`src/rtl/regfile_master.sv`:
```
`default_nettype none
// ============================================================================
//  Module      : regfile_master
//  Description : Command-driven initiator for a single-port register file;
//                turns READ/WRITE/DUMP/CLEAR commands into port cycles.
//  Revision    : 1.0  initial release
// ============================================================================
module regfile_master #(
    parameter int Bits = 8,
    parameter int Bus  = 2
) (
    input  logic            clk,
    input  logic            reset,
    input  logic            cmd_valid,
    output logic            cmd_ready,
    input  logic [1:0]      cmd_op,
    input  logic [Bus-1:0]  cmd_addr,
    input  logic [Bits-1:0] cmd_wdata,
    output logic            rsp_valid,
    input  logic            rsp_ready,
    output logic [Bits-1:0] rsp_data,
    output logic [Bus-1:0]  rsp_addr,
    output logic            rsp_last,
    output logic            busy,
    output logic            rf_WE,
    output logic [Bus-1:0]  rf_A,
    output logic [Bits-1:0] rf_WD,
    input  logic [Bits-1:0] rf_RD
);

    localparam logic [1:0]   c_OP_READ  = 2'b00;
    localparam logic [1:0]   c_OP_WRITE = 2'b01;
    localparam logic [1:0]   c_OP_DUMP  = 2'b10;
    localparam logic [1:0]   c_OP_CLEAR = 2'b11;
    localparam logic [Bus:0] c_IDX_TOP  = (Bus+1)'((1 << Bus) - 1);

    typedef enum logic [2:0] {
        S_IDLE  = 3'd0,
        S_WRITE = 3'd1,
        S_READ  = 3'd2,
        S_RESP  = 3'd3,
        S_CLEAR = 3'd4
    } state_t;

    state_t       r_state;
    logic [1:0]   r_op;
    logic [Bus:0] r_idx;
    logic [Bus:0] w_idx_inc;
    logic         w_idx_top;

    assign w_idx_inc = r_idx + 1'b1;
    assign w_idx_top = (r_idx == c_IDX_TOP);
    assign cmd_ready = (r_state == S_IDLE);
    assign busy      = (r_state != S_IDLE);

    // rf_A and rf_WD double as the latched command address and write data.
    always_ff @(posedge clk or negedge reset) begin
        if (!reset) begin
            r_state   <= S_IDLE;
            r_op      <= c_OP_READ;
            r_idx     <= '0;
            rsp_valid <= 1'b0;
            rsp_data  <= '0;
            rsp_addr  <= '0;
            rsp_last  <= 1'b0;
            rf_WE     <= 1'b0;
            rf_A      <= '0;
            rf_WD     <= '0;
        end else begin
            case (r_state)
                S_IDLE: begin
                    if (cmd_valid) begin
                        r_op  <= cmd_op;
                        r_idx <= '0;
                        case (cmd_op)
                            c_OP_READ: begin
                                r_state <= S_READ;
                                rf_A    <= cmd_addr;
                            end
                            c_OP_WRITE: begin
                                r_state <= S_WRITE;
                                rf_WE   <= 1'b1;
                                rf_A    <= cmd_addr;
                                rf_WD   <= cmd_wdata;
                            end
                            c_OP_DUMP: begin
                                r_state <= S_READ;
                                rf_A    <= '0;
                            end
                            c_OP_CLEAR: begin
                                r_state <= S_CLEAR;
                                rf_WE   <= 1'b1;
                                rf_A    <= '0;
                                rf_WD   <= '0;
                            end
                        endcase
                    end
                end
                S_WRITE: begin
                    r_state <= S_IDLE;
                    rf_WE   <= 1'b0;
                    rf_A    <= '0;
                    rf_WD   <= '0;
                end
                S_READ: begin
                    r_state   <= S_RESP;
                    rsp_valid <= 1'b1;
                    rsp_data  <= rf_RD;
                    rsp_addr  <= rf_A;
                    rsp_last  <= (r_op != c_OP_DUMP) || w_idx_top;
                end
                S_RESP: begin
                    if (rsp_ready) begin
                        rsp_valid <= 1'b0;
                        if (rsp_last) begin
                            r_state <= S_IDLE;
                            rf_A    <= '0;
                        end else begin
                            r_state <= S_READ;
                            r_idx   <= w_idx_inc;
                            rf_A    <= w_idx_inc[Bus-1:0];
                        end
                    end
                end
                S_CLEAR: begin
                    if (w_idx_top) begin
                        r_state <= S_IDLE;
                        rf_WE   <= 1'b0;
                        rf_A    <= '0;
                    end else begin
                        r_idx <= w_idx_inc;
                        rf_A  <= w_idx_inc[Bus-1:0];
                    end
                end
                default: begin
                    r_state <= S_IDLE;
                    rf_WE   <= 1'b0;
                    rf_A    <= '0;
                    rf_WD   <= '0;
                end
            endcase
        end
    end

endmodule
`default_nettype wire

```
`config.mk`:
```
export PLATFORM = sky130hd
export DESIGN_NAME = regfile_master
export DESIGN_NICKNAME = d
export VERILOG_FILES = /design/src/rtl/regfile_master.sv
export SDC_FILE = /design/constraint.sdc
export NUM_CORES = 1
export LEC_CHECK = 0
export ABC_AREA = 1
export BUFFER_PORTS_ARGS = -buffer_cell sky130_fd_sc_hd__clkbuf_2
export CORE_MARGIN = 3
export CORE_UTILIZATION = 50
export DETAILED_ROUTE_END_ITERATION = 6
export GPL_ROUTABILITY_DRIVEN = 0
export PLACE_DENSITY = 0.8
export SYNTH_ARGS = -nofsm -noshare
export SYNTH_HDL_FRONTEND = slang
export SYNTH_SLANG_ARGS = --single-unit
```
`constraint.sdc`:
```
create_clock -name clk -period 1.5 [get_ports clk]
set_input_delay 0.3 -clock clk [delete_from_list [all_inputs] [get_ports clk]]
set_output_delay 0.3 -clock clk [all_outputs]
set_load 0.02 [all_outputs]
```
* Yosys cells after proc, flatten, opt, wreduce, memory -nomap -nowiden *
Cells that the tools add are included.

storage, ports and cells
  word-level logic and storage cells = 74
  register bits = 31

operators by class
  reduce and logical (&&, ||, !) cells = 19
  add/sub/neg operators = 1
  mux-type cells = 26
  bitwise operators = 3
  equal/unequal tests = 15

operators by type and width
  cell                                                                      number
  8-bit case mux with 2 select lines                                        2
  3-bit two-way mux                                                         7
  3-bit case mux with 3 select lines                                        2
  2-bit inequality test (second input constant)                             7
  3-bit case mux with 4 select lines                                        1
  2-bit two-way mux                                                         5
  2-bit OR reduction                                                        5
  3-bit by 2-bit equality test with 1-bit output (second input constant)    3
  3-bit AND reduction                                                       3
  8-bit two-way mux                                                         1
  2-bit case mux with 4 select lines                                        1
  3-bit nonzero test                                                        2
  5-bit AND reduction                                                       1
  2-bit equality test (second input constant)                               2
  1-bit two-way mux                                                         4
  2-bit case mux with 2 select lines                                        1
  2-bit AND reduction                                                       2
  4-bit AND reduction                                                       1
  3-bit by 1-bit adder with 3-bit output (second input constant)            1
  3-bit equality test (second input constant)                               1
  3-bit logical NOT                                                         1
  3-bit by 1-bit inequality test with 1-bit output (second input constant)  1
  1-bit NOT                                                                 3
  1-bit case mux with 3 select lines                                        1
  other kinds (6)                                                           6

* Longest topological paths before layout *
Gate-level depths: netlist of the first run.

  depth in word-level cells = 5
  mapped depth = 8
  gate-level depth less buffers = 8

* Least setup slack after synthesis of the first run *
Ideal clock, no wire load.

  path type = reg-to-reg
  from = register r_idx[0]
  to = register r_idx[0]
  slack = 228 ps
  cell stages (with the launch flop) = 7
  path buffers = 0
  data arrival time = 1,149 ps
  cells stage by stage = dfrtp_1 > ha_1 > ha_1 > nand3_1 > nand3_2 > o21ai_0 > nand2_1

between the ends
  word-level cells in the longest chain between the ends = 4
  elaborated cells between the ends (all ways) = 8

ends and longest elaborated chain
  what                                    RTL line  text
  start, declared                         47        logic [Bus:0] r_idx;
  start signal, assigned                  120       r_idx <= w_idx_inc;
  start signal, assigned                  131       r_idx <= w_idx_inc;
  3-bit by 1-bit adder with 3-bit output  51        assign w_idx_inc = r_idx + 1'b1;
  3-bit two-way mux                       115       if (rsp_last) begin
  3-bit two-way mux                       113       if (rsp_ready) begin
  3-bit case mux with 3 select lines      70        case (r_state)

Parallel ways exist; a longest one is shown, timed or not. The select of a mux whose other input is x is not followed.
A chain may end at the register's enable or synchronous reset.

* Final worst setup path of the first run *
  from = register r_state[1]
  to = output busy

between the ends
  word-level cells in the longest chain between the ends = 1

ends and longest elaborated chain
  what                    RTL line  text
  start, declared         45        state_t r_state;
  start signal, assigned  59        r_state <= S_IDLE;
  start signal, assigned  77        r_state <= S_READ;
  start signal, assigned  81        r_state <= S_WRITE;
  3-bit nonzero test      54        assign busy = (r_state != S_IDLE);
  end, declared           24        output logic busy,

No other way between the ends.

==> results.md, run 1 <==
* Netlist cell types at 21
* Die H at just over 60 µm
* First-pass GRT wire length at around 5500 µm
* Worst r2r src: r_state[0]$_DFFE_PN0P_
* Deepest clock path buffer count at 2
* Antenna viol nets, final at 0
* Pins Over Slew Limit at 0
* All-Layer GR Usage at 0.197
* Grt ovf at 0
* Worst Path Required at about 1.2 ns
* Startpoint Class: flop
* Period utilization at 0.988
* Final clock skew at approximately 0.0024 ns
* Grt peak-use layer: met2
* Largest net degree at the start of global routing at 32
* Crit. End Element: output pin
* Syn. warnings at 0
* M3 GR Usage at 0.0650
* Core Region at roughly 2900 µm²
* Critical path peak fanout at 7
* Met1 usage at 0.233
* Initial Utilization at 0.543
* FMAX at 675 MHz
* Pwr Density at about 2300 nW/µm²
* TritonCTS clock tree: built
* H-Tree Depth at 2
* Fin nets at roughly 290
* P&R area growth vs syn at 28.9%
* Worst EP arrival at around 1.2 ns
* # DRC at 0
* Critical path class: reg -> out
* Antenna violations before repair at 0
* R2r setup slk at approximately 0.080 ns
* R2r endpoint: r_state[0]$_DFFE_PN0P_
* CTS root buffer: clkbuf_4
* Total clock sinks at 31
* Count of buffers from port buffering at 48
* Peak supply drop at 0.00106 V
* Max_slew headroom at 0.741
* Full die area at 3800 µm²
* Fillers at ~240
* Register area share after synthesis at 0.501
* CTS Buf Count at 5
* RSZ-0062 raised after global routing: true
* Max-cap violations at 0
* Final setup violation count at 0
* Ant diodes at 0
* Minimum clock period at about 1.5 ns
* Cell area after synthesis at about 1500 µm²
* Setup TNS at 0 ns
* Final wirelength at about 3600 µm
* 1st-pass router iterations at 4
* Met2 GRT Util at 0.332
* Min-delay worst type: in -> reg
* Hold Path End: rsp_data[1]$_DFFE_PN0P_
* Hold Crit Start: rf_RD[1]
* Worst Max-Slew Pin Slew at about 0.39 ns
* Vias in the first global route at approximately 1,300
* Number of DRC markers in iteration 0 at 119
* Via count at roughly 1,500
* Syn Area/Cell at approximately 7.9 µm²
* Synth Register Bits at 31
* Die width at 61.6 µm
* Vias per inst at around 5.1
* Skew-Pair Late Insertion Delay at about 0.33 ns
* Worst-path clk slew at ~0.090 ns
* Hold slack at around 0.16 ns
* Final Hold Fails at 0
* Layout cells sized above 1 at 0.333
* Post-DR wirelength/cell at roughly 12 µm
* FF-to-FF path depth at 8
* # IOs at slightly below 50
* Detailed placement HPWL at 2480 µm
* Post-Synthesis Cells at between 150 and 200
* Pleak at between 1 and 1.5 nW
* Syn nets at 224
* Worst Setup SP: r_state[1]$_DFFE_PN0P_
* Outcome: complete, no violations
* Cell row count at 19
* Hold depth at 3
-- final cells by class --
| type | instances | area, µm² | share of cell area |
|---|---|---|---|
| clock buffers | 6 | 51.3 | 0.0257 |
| clock inverters | 1 | 5.00 | 0.00251 |
| inverters | 17 | 71.3 | 0.0358 |
| multi-input cells | 146 | 708 | 0.355 |
| flip-flops and latches | 31 | 777 | 0.390 |
| well taps | 31 | 38.8 | 0.0194 |
| repair buffers | 60 | 343 | 0.172 |
-- state kept, by name, indices dropped and copies added (netlist names) --
name	cells
rf_WD	8
r_idx	3
rsp_data	8
r_op	2
r_state	3
rf_WE	1
rf_A	2
rsp_last	1
rsp_addr	2
rsp_valid	1
-- cells by family after synthesis --
| group | synth area share |
|---|---|
| flip-flops | 0.501 |
| buffers and inverters | 0.0590 |
| AND/OR/NAND/NOR | 0.375 |
| adder cells (fa/ha/maj) | 0.0243 |
| AO/OA/AOI/OAI | 0.0404 |
-- timing repair --
| item | CTS | global route |
|---|---|---|
| setup endpoints to repair | 2 | 10 |
| gates resized for setup | 6 | 9 |
| hold buffers | 1 | 0 |
| hold endpoints to repair | 31 | 0 |
| gates cloned | 0 | 1 |
| pin swaps | 1 | 2 |
| setup buffers | 3 | 2 |
-- how the worst max path moves through the flow --
stage / slack, ns / endpoint / cells past startpoint
global placement: 0.12 / r_state[0]$_DFFE_PN0P_ / 8
global route: -0.03 / busy / 3
floorplan: 0.23 / r_idx[0]$_DFFE_PN0P_ / 6
detailed placement: 0.08 / cmd_ready / 4
CTS: 0.01 / cmd_ready / 4
finish: 0.02 / busy / 3
-- cells in the mapped netlist --
| cell | count | area [µm²] |
|---|---|---|
| a21oi_1 | 2 | 10.0 |
| buf_2 | 3 | 15.0 |
| buf_6 | 1 | 11.3 |
| clkinv_2 | 1 | 5.00 |
| dfrtp_1 | 31 | 776 |
| ha_1 | 3 | 37.5 |
| inv_1 | 15 | 56.3 |
| inv_2 | 1 | 3.75 |
| nand2_1 | 79 | 297 |
| nand2_2 | 4 | 25.0 |
| nand2_4 | 1 | 11.3 |
| nand3_1 | 21 | 105 |
| nand3_2 | 2 | 20.0 |
| nand4_1 | 2 | 12.5 |
| nor2_1 | 14 | 52.6 |
| nor2_2 | 3 | 18.8 |
| nor2_4 | 3 | 33.8 |
| nor3_1 | 1 | 5.00 |
| o21ai_0 | 8 | 40.0 |
| o21ai_1 | 1 | 5.00 |
| o31ai_1 | 1 | 7.51 |
-- worst max-delay path, cell delays in order (launching register included) --
cell and delay (ns):
dfrtp_1 0.42, nor2_4 0.16, nand2_4 0.10, buf_2 0.17
-- metrics by stage --
step | setup slack [ns] | instances | power (mW) | util | area, µm²
floorplan | 0.228 | 197 | 3.02 | - | 1550
global placement | 0.120 | 278 | 3.68 | 0.647 | 1850
detailed placement | 0.0828 | 278 | 3.71 | 0.647 | 1850
CTS | 0.0143 | 289 | 4.33 | 0.684 | 1950
global route | -0.0307 | 292 | 4.88 | 0.699 | 1990
finish | 0.0186 | 292 | 4.50 | 0.699 | 1990
-- routing by layer --
| metal | routed length (µm) | up-vias | share of wire |
|---|---|---|---|
| li1 | - | 753 | - |
| met1 | 1530 | 668 | 0.42 |
| met2 | 1830 | 56 | 0.51 |
| met3 | 204 | 5 | 0.057 |
| met4 | 40 | 0 | 0.011 |
| met5 | 0 | - | 0 |
-- cell usage in the layout, fill, tap and decap left out --
| cell | n |
|---|---|
| clkinv_2 | 2 |
| clkbuf_2 | 46 |
| nand2_1 | 78 |
| inv_2 | 1 |
| nand3_2 | 2 |
| ha_1 | 3 |
| buf_8 | 1 |
| o21ai_1 | 3 |
| nor2_2 | 2 |
| a21oi_2 | 1 |
| dfrtp_1 | 30 |
| clkbuf_4 | 5 |
| inv_4 | 1 |
| buf_2 | 1 |
| nor2_4 | 5 |
| nor2_1 | 14 |
| dlygate4sd3_1 | 1 |
| nand2_4 | 2 |
| buf_4 | 11 |
| clkinvlp_4 | 1 |
| nor3_1 | 1 |
| o21ai_0 | 6 |
| a21oi_1 | 1 |
| nand4_1 | 2 |
| inv_1 | 13 |
| clkbuf_8 | 1 |
| o31ai_1 | 1 |
| nand2_2 | 4 |
| nand3_1 | 21 |
| dfrtp_2 | 1 |
-- power by group --
part	switching [mW]	leakage [nW]	internal, mW
Combinational	1.68	0.738	0.906
Sequential	0.207	0.397	1.22
Clock	0.278	0.0341	0.217
Total	2.16	1.17	2.34
No activity file was read; power rests on OpenSTA's default activity.
==> run 2: changes to the inputs <==
--- a/config.mk
+++ b/config.mk
@@ -12,6 +12,7 @@
 export DETAILED_ROUTE_END_ITERATION = 6
 export GPL_ROUTABILITY_DRIVEN = 0
 export PLACE_DENSITY = 0.8
+export REMOVE_ABC_BUFFERS = 1
 export SYNTH_ARGS = -nofsm -noshare
 export SYNTH_HDL_FRONTEND = slang
 export SYNTH_SLANG_ARGS = --single-unit
==> run 2 against run 1 <==
  * Worst setup slack gained 0.014 ns
  * First-iteration DRC count shrank 11%
  * Design area is 1.6% higher
  * Non-clock buffer count rose by 1
  * Combinational power about the same
  * Die area stayed put
  * Global-route usage is 0.12 points higher
  * Via count about the same
  * Flip-flop and latch count did not move
  * Utilization grew 1.1 points
  * Critical path type unchanged
==> results.md, run 2 (same netlist as run 1, synthesis figures left out) <==
* Outcome: complete, no violations
* Critical path peak fanout at 4 (-3)
* FF-to-FF path depth at 7 (-1)
* Ant diodes at 0 (unchanged)
* Peak supply drop at 0.00120 V (+13%)
* Total clock sinks at 31 (unchanged)
* Fillers at 245 (+3.8%)
* Pins Over Slew Limit at 0 (unchanged)
* Worst EP arrival at 1.17 ns (about the same)
* P_int at 2.54 mW (+8.7%)
* Vias in the first global route at 1,330 (+2.3%)
* Design Power at 4.69 mW (+4.2%)
* Worst Max-Slew Pin Slew at 0.386 ns (-0.00232 ns)
* All-Layer GR Usage at 0.198 (+0.00121)
* Multi-input logic area at 696 µm² (-1.8%)
* R2r setup slk at 0.08 ns (about the same)
* Number of DRC markers in iteration 0 at 106 (-11%)
* Min-delay worst type: in -> reg
* Fin nets at 288 (unchanged)
* Skew-Pair Late Insertion Delay at 0.33 ns (about the same)
* Detailed placement HPWL at 2520 µm (+1.5%)
* Worst Setup SP: r_state[1]$_DFFE_PN0P_
* CP Capture Point: cmd_ready
* Via count at 1,483 (+0.067%)
* Clock power share at 0.146 (+0.036)
* Critical path depth in cells at 4 (+1)
* Max_slew headroom at 0.743 (+0.00154)
* Cell row count at 19 (unchanged)
* Top Registers: rf_WD (8), rsp_data (8)
* Final setup violation count at 0 (unchanged)
* Critical-path cell with the highest stage delay: dfrtp_1
* Switching share of power at 0.458 (-0.0227)
* Crit path max-delay family: flip-flops
* Worst-path clk slew at 0.10 ns (about the same)
* 1st-pass router iterations at 4 (unchanged)
* # DRC at 0 (unchanged)
* FMAX at 682 MHz (+0.98%)
* Die width at 61.6 µm (unchanged)
* # IOs at 49 (unchanged)
* Comb pwr share at 0.548 (-0.026)
* Non-Filler Instances at 293 (+0.34%)
* Final clock skew at 0.00999 ns (+0.00760 ns)
* Pwr Density at 2310 nW/µm² (+2.6%)
* R2r endpoint: r_state[0]$_DFFE_PN0P_
* Worst r2r src: r_state[2]$_DFFE_PN0P_
* P_sw at 2.14 mW (-0.76%)
* CTS Buf Count at 5 (unchanged)
* Minimum clock period at 1.47 ns (-0.0143 ns)
* WP buf/inv at 2 (+1)
* FF/Latch Area at 778 µm² (+0.16%)
* P&R area growth vs syn at 30.9%
* Core Region at 2850 µm² (unchanged)
* Initial Utilization at 0.543 (unchanged)
* Worst Path Required at 1.20 ns (about the same)
* Series of cell instances along the critical path: nor2_4 > nand2_4 > inv_4 > buf_8
* Hold slack at 0.169 ns (+0.00520 ns)
* Startpoint Class: flop
* TritonCTS clock tree: built
* Pleak at 1.18 nW (+1.2%)
* Max-cap violations at 0 (unchanged)
* H-Tree Depth at 2 (unchanged)
* Die H at 61.6 µm (unchanged)
* Commonest non-fill, non-tap cells in the layout: nand2_1 (78), clkbuf_2 (46), dfrtp_1 (29)
* Final Hold Fails at 0 (unchanged)
* Crit. End Element: output pin
* RSZ-0062 raised after global routing: true
* Final wirelength at 3440 µm (-4.6%)
* Full die area at 3800 µm² (unchanged)
* Period utilization at 0.978 (-0.00956)
* Post-Place Cells at 278 (unchanged)
* Critical path class: reg -> out
* Largest net degree at the start of global routing at 32 (unchanged)
* Grt ovf at 0 (unchanged)
* Layout cells sized above 1 at 0.347 (+0.0140)
* Antenna violations before repair at 0 (unchanged)
* Antenna viol nets, final at 0 (unchanged)
* Sequential share of power at 0.306 (-0.010)
* Max incr delay on CP at 0.43 ns (about the same)
* Vias per inst at 5.06 (-0.27%)
* CTS root buffer: clkbuf_4
* Most common cell after layout, fill and taps aside: nand2_1
* Count of buffers from port buffering at 48 (unchanged)
* First-pass GRT wire length at 5460 µm (-0.51%)
* Deepest clock path buffer count at 2 (unchanged)
* Post-DR wirelength/cell at 11.7 µm (-4.9%)
## run 2: how the worst min path moves through the flow
| stage | from | end | cells past startpoint |
|---|---|---|---|
| after detailed placement | reset | rf_WD[3]$_DFFE_PN0P_ | 2 |
| after global routing | rf_RD[1] | rsp_data[1]$_DFFE_PN0P_ | 3 |
| after floorplan | reset | r_idx[0]$_DFFE_PN0P_ | 0 |
| final | rf_RD[6] | rsp_data[6]$_DFFE_PN0P_ | 3 |
| after CTS | rf_RD[6] | rsp_data[6]$_DFFE_PN0P_ | 3 |
| after global placement | reset | rf_WD[6]$_DFFE_PN0P_ | 2 |
## run 2: area by class of cell
type / instances / area share
tap: 31 / 0.0191
clock inverter: 2 / 0.0173
timing repair buffer: 61 / 0.176
sequential: 31 / 0.384
inverter: 17 / 0.0346
clock buffer: 6 / 0.0253
multi-input combinational: 145 / 0.343
## run 2: stage by stage
stage	instance area (µm²)	setup TNS, ns	setup slack [ns]	utilization
4_1_cts	1990	0	0.00928	0.698
6_report	2030	0	0.0329	0.710
3_5_place_dp	1850	0	0.105	0.647
3_3_place_gp	1850	0	0.141	0.647
2_1_floorplan	1520	0	0.00844	-
5_1_grt	2030	-0.0291	-0.0185	0.710
## run 2: layer usage
layer | vias to the layer above | routed length, µm | global-route usage
li1 | 750 | - | -
met1 | 676 | 1480 | 0.237
met2 | 49 | 1670 | 0.327
met3 | 8 | 223 | 0.0650
met4 | 0 | 67 | 0.0788
met5 | - | 0 | 0
## run 2: what timing repair did
| action | 4_1_cts | 5_1_grt |
|---|---|---|
| gates resized for setup | 7 | 13 |
| pin swaps | 1 | 4 |
| hold endpoints to repair | 31 | 0 |
| hold buffers | 1 | 0 |
| buffers inserted | 4 | 2 |
| endpoints found under the setup margin | 2 | 13 |
## run 2: power by group through the flow
stage / clock network (mW) / registers [mW] / logic, mW
2_1_floorplan: 0 / 1.81 / 1.15
5_1_grt: 0.735 / 1.48 / 2.87
3_3_place_gp: 0 / 1.46 / 2.20
3_5_place_dp: 0 / 1.48 / 2.24
6_report: 0.684 / 1.43 / 2.57
4_1_cts: 0.693 / 1.43 / 2.43
## run 2: worst min-delay path: cells and delay by family
kind / cells / cell delay, ns
AND/OR/NAND/NOR: 2 / 0.09
buffers and inverters: 1 / 0.08
